==> config.mk <==
export PLATFORM = sky130hd
export DESIGN_NAME = re_scheduler
export DESIGN_NICKNAME = d
export VERILOG_FILES = /design/src/rtl/re_scheduler.sv
export SDC_FILE = /design/constraint.sdc
export NUM_CORES = 1
export LEC_CHECK = 0
export BUFFER_PORTS_ARGS = -buffer_cell sky130_fd_sc_hd__buf_2
export CAP_MARGIN = 20
export CORE_ASPECT_RATIO = 2
export CORE_UTILIZATION = 54
export CTS_CLUSTER_DIAMETER = 30
export DETAILED_ROUTE_END_ITERATION = 6
export PLACE_DENSITY = 0.87
export SETUP_SLACK_MARGIN = 0.15
export SYNTH_ARGS = -nofsm -noshare
export SYNTH_HDL_FRONTEND = slang
export SYNTH_SLANG_ARGS = --single-unit
==> constraint.sdc <==
create_clock -name clk -period 2.2 [get_ports clk]
set_input_delay 0.22 -clock clk [delete_from_list [all_inputs] [get_ports clk]]
set_output_delay 0.22 -clock clk [all_outputs]
set_load 0.02 [all_outputs]
==> src/rtl/re_scheduler.sv <==
// Purpose: round-robin scheduler that shares one read-enable pulse path between NREQ requesters.
// Latency: req sampled in IDLE -> gnt/re_out high for the following cycle only (registered).
// Backpressure: after each grant the block stays busy for 2R cycles plus one IDLE cycle, so pulses are spaced 2R+1 clk.
module re_scheduler #(
    parameter int NREQ = 4,
    parameter int CNTW = 16
) (
    input  logic                    clk,
    input  logic                    rst,
    input  logic                    en,
    input  logic [1:0]              ratio,
    input  logic [NREQ-1:0]         req,
    input  logic                    clr_cnt,
    output logic [NREQ-1:0]         gnt,
    output logic                    re_out,
    output logic [$clog2(NREQ)-1:0] gnt_idx,
    output logic                    busy,
    output logic [CNTW-1:0]         gnt_cnt
);
    localparam int IW = $clog2(NREQ);

    typedef enum logic [1:0] {
        IDLE  = 2'd0,
        ISSUE = 2'd1,
        HOLD  = 2'd2
    } state_t;

    state_t          state;
    state_t          next_state;
    logic [IW-1:0]   ptr;
    logic [IW-1:0]   win_idx;
    logic            win_vld;
    logic [IW:0]     cand;
    logic            take;
    logic [NREQ-1:0] gnt_q;
    logic [1:0]      ratio_lat;
    logic [2:0]      hold_cnt;
    logic [2:0]      hold_load;

    // Round-robin winner: first asserted req scanning upward from ptr, wrapping at NREQ.
    always_comb begin
        win_vld = 1'b0;
        win_idx = '0;
        cand    = '0;
        for (int k = 0; k < NREQ; k++) begin
            cand = {1'b0, ptr} + (IW+1)'(k);
            if (cand >= (IW+1)'(NREQ)) begin
                cand = cand - (IW+1)'(NREQ);
            end
            if (!win_vld && req[cand[IW-1:0]]) begin
                win_vld = 1'b1;
                win_idx = cand[IW-1:0];
            end
        end
    end

    assign take = (state == IDLE) && en && win_vld;

    // HOLD length comes from the ratio captured with the grant, so mid-grant ratio changes wait for the next grant.
    always_comb begin
        case (ratio_lat)
            2'b00:   hold_load = 3'd0;
            2'b01:   hold_load = 3'd2;
            default: hold_load = 3'd6;
        endcase
    end

    // State register.
    always_ff @(posedge clk) begin
        if (rst) begin
            state <= IDLE;
        end else begin
            state <= next_state;
        end
    end

    // Next-state logic: a started grant always runs ISSUE and HOLD to completion.
    always_comb begin
        next_state = state;
        case (state)
            IDLE:    if (take) next_state = ISSUE;
            ISSUE:   next_state = HOLD;
            HOLD:    if (hold_cnt == 3'd0) next_state = IDLE;
            default: next_state = IDLE;
        endcase
    end

    // Outputs are decoded from registered state only, so they are glitch-free.
    always_comb begin
        gnt    = (state == ISSUE) ? gnt_q : '0;
        re_out = (state == ISSUE);
        busy   = (state == ISSUE) || (state == HOLD);
    end

    // Grant capture, round-robin pointer advance and HOLD countdown.
    always_ff @(posedge clk) begin
        if (rst) begin
            gnt_q     <= '0;
            gnt_idx   <= '0;
            ptr       <= '0;
            ratio_lat <= 2'b00;
            hold_cnt  <= 3'd0;
        end else begin
            if (take) begin
                gnt_q     <= NREQ'(1) << win_idx;
                gnt_idx   <= win_idx;
                ptr       <= (win_idx == IW'(NREQ - 1)) ? '0 : win_idx + IW'(1);
                ratio_lat <= ratio;
            end
            if (state == ISSUE) begin
                hold_cnt <= hold_load;
            end else if (state == HOLD && hold_cnt != 3'd0) begin
                hold_cnt <= hold_cnt - 3'd1;
            end
        end
    end

    // Saturating grant counter; a clear in the same cycle as ISSUE wins.
    always_ff @(posedge clk) begin
        if (rst) begin
            gnt_cnt <= '0;
        end else if (clr_cnt) begin
            gnt_cnt <= '0;
        end else if (state == ISSUE && gnt_cnt != {CNTW{1'b1}}) begin
            gnt_cnt <= gnt_cnt + CNTW'(1);
        end
    end

endmodule

==> flow_summary.yaml <==
status:
  status: "completed"
grt:
  grt_usage_pct: 24.0
  antenna_found_initial: 0
  grt_pass1_wl_mm: 6.33
  grt_pass1_vias: 1535
  grt_max_degree: 20
  grt_overflow: 0
clock_network:
  cts_setup_buffers: 0
  clockBufferDepth: 2
  cts-htree-levels: 2
  clock_latency_ps: 280
  cts_inserted_buffers: 5
  cts_tree: "yes"
  cts.sinks: 31
  root_buffer: "clkbuf_8"
  path_clk_slew_ps: 70
pwr:
  leakage_nw: 0.817
  intPower_w: 0.000953
  swShare_pct: 31.0
  p_per_area_mw_per_mm2: 695
  pwr-share-seq_pct: 45.3
  clockPowerShare_pct: 32.7
  p_comb_share_pct: 22.0
  switching_power_w: 0.000429
  ir_drop_v: 0.000518
setup_path:
  critPathLaunchType: "flop"
  path_class: "reg2reg"
  reg2reg_depth: 5
  arrival_ps: 2070
  cp.required_ps: 2360
  rr_endpoint: "gnt_cnt[14]"
  critPathMaxFanout: 9
  startpoint: "gnt_cnt[0]"
  r2r_start: "gnt_cnt[0]"
  critPathCaptureType: "flop"
  crit_path_end: "gnt_cnt[14]"
  r2r_slack_ps: 290
floorplanning:
  rows: 28
  initial_core_util_pct: 57.4
  die_w_um: 41.8
  die_area_mm2: 0.00341
  fp.dieH_um: 81.6
  coreArea_mm2: 0.00298
  io_pins: 34
synth:
  ys_types: 42
  netlist.area_leader.share_pct: 36.3
  netlist_top_cells_count: "dfxtp_1 (31), nand2_1 (26), a21oi_1 (25)"
  async_reset_ff_share_pct: 0
  synthCells: 207
  ys_seq_area_share_pct: 36.3
  syn_area_per_cell_um2: 8.26
  ys_seq_elements: 31
  synth_edf_count: 0
  yosys.area.top_type: "dfxtp_1"
  synth_most_common_cell: "dfxtp_1"
  synth_area_mm2: 0.00171
  syn_nets: 228
  yosysWarnings: 0
  synthTopCellsByArea: "dfxtp_1 (36%), ha_1 (8.0%), a21oi_1 (7.3%), nand2_1 (5.7%), inv_1 (2.6%)"
  yosys_most_used_dff: "dfxtp_1"
sta:
  fin_hold_ws_ps: 177
  rsz0062_at_grt: "false"
  fin_worst_skew_ps: 5.63
  setup_violations: 0
  min_period_over_period_pct: 86.7
  finalHoldViolations: 0
  setup_tns_ps: 0
  fmax_mhz: 524
  slew_headroom_pct: 68.3
  tightest_slew_ps: 472
  finalMaxSlewViolations: 0
  min_period_ps: 1910
hold_path:
  min_path_type: "in2reg"
layout:
  diodes: 0
  drive_gt1_share_pct: 22.5
  n_fill_cell: 265
  layout.nets: 261
  area_growth_pct: 16.2
  instances_no_fill: 270
routing:
  ant_nets: 0
  wirelength_mm: 3.88
  drt_pre_antenna_iters: 4
  drtIter0Drc: 38
  post_drt_wl_per_cell_um: 14.4
  via_per_inst: 6.06
  drc: 0
  vias: 1637
placement:
  dp_hpwl_mm: 2.93
  place_congestion: 0.918
  numPlacedInstances: 263
  io_buffers: 33
job:
  drv_cap: 0
==> cell usage in the layout (no fill, tap or decap), types with 2 or more instances in the layout <==
cell | Yosys | final
mux2i_1 | 3 | 3
inv_1 | 12 | 12
ha_1 | 11 | 11
and2_1 | 5 | 5
and3_1 | 2 | 2
o21ai_0 | 7 | 7
or3_1 | 4 | 4
nand2_1 | 26 | 26
o31ai_1 | 4 | 4
nand4_1 | 6 | 6
nor3_1 | 7 | 6
o211ai_1 | 2 | 2
dfxtp_1 | 31 | 31
nand3_1 | 8 | 8
buf_2 | 3 | 33
a21oi_1 | 25 | 25
a211oi_1 | 2 | 2
nor4_1 | 3 | 3
nor2_1 | 8 | 8
nand3b_1 | 3 | 3
buf_4 | 1 | 4
or4_1 | 6 | 6
clkbuf_8 | 0 | 6
o41ai_1 | 4 | 4
==> critical path: stages, from the launching register on <==
cell	delay, ps
dfxtp_1	410
ha_1	230
nand4_2	270
or4_4	510
o311ai_2	250
o41ai_1	120
==> worst min-delay path by stage <==
stage               startpoint  depth (start not counted)           end  slack (ps)
global placement      gnt_q[3]                          2      gnt_q[3]         440
global route          ratio[1]                          3  ratio_lat[1]         210
finish                ratio[0]                          3  ratio_lat[0]         180
CTS                   ratio[0]                          3  ratio_lat[0]         170
detailed placement    gnt_q[1]                          2      gnt_q[1]         440
floorplan             ratio[0]                          2  ratio_lat[0]         360
==> metrics by stage <==
stage / cell area, µm² / total power [W] / util, % / worst slack [ps]
global route: 1990 / 0.00145 / 66.7 / 210
detailed placement: 1890 / 0.000944 / 63.6 / 330
global placement: 1890 / 0.000933 / 63.6 / 412
finish: 1990 / 0.00138 / 66.7 / 292
CTS: 1980 / 0.00139 / 66.6 / 315
floorplan: 1710 / 0.000862 / - / 276
==> sequential cells by signal, indices dropped and copies added, names as in the netlist <==
name	count
ratio_lat	2
ptr	2
gnt_idx	2
gnt_cnt	16
state	2
hold_cnt	3
gnt_q	4
==> logic make-up (layout without fill, tap and decap cells) <==
kind of cell | count (synthesis) | in the layout | share of synthesized area, %
AOI/OAI and AO/OA | 50 | 50 | 18.0
buffers and inverters | 23 | 56 | 5.49
muxes | 3 | 3 | 1.76
DFF | 31 | 31 | 36.3
adders and majority gates | 11 | 11 | 8.05
and+or+nand+nor | 88 | 88 | 29.9
xor gates and xnor gates | 1 | 1 | 0.512
==> power groups by stage <==
| stage | logic (W) | clock network (W) | registers (W) |
|---|---|---|---|
| after floorplan | 0.000226 | 0 | 0.000636 |
| after global placement | 0.000296 | 0 | 0.000636 |
| after detailed placement | 0.000307 | 0 | 0.000637 |
| after CTS | 0.000307 | 0.000460 | 0.000625 |
| after global routing | 0.000346 | 0.000468 | 0.000631 |
| final | 0.000304 | 0.000451 | 0.000626 |
==> area by class of cell <==
cell class	instances	area (µm²)	share of cell area, %
clock buffer	6	82.6	4.16
clock inverter	1	5.00	0.252
inverter	12	45.0	2.27
multi-input combinational	153	1000	50.4
sequential	31	621	31.2
tap	30	37.5	1.89
timing repair buffer	37	195	9.82
==> timing repair <==
item                       4_1_cts  5_1_grt
hold endpoints to repair         0        0
gates resized for setup          0        1
setup endpoints to repair        0        4
hold buffers                     0        0
==> layer usage <==
| layer | GRT usage, % | share of wire [%] | vias to the layer above |
|---|---|---|---|
| met4 | 14.8 | 2.9 | 0 |
| li1 | - | - | 815 |
| met1 | 21.8 | 38 | 761 |
| met2 | 46.9 | 56 | 47 |
| met5 | 0 | 0 | - |
| met3 | 4.62 | 3.7 | 14 |
Power figures use the tool's default switching activity.
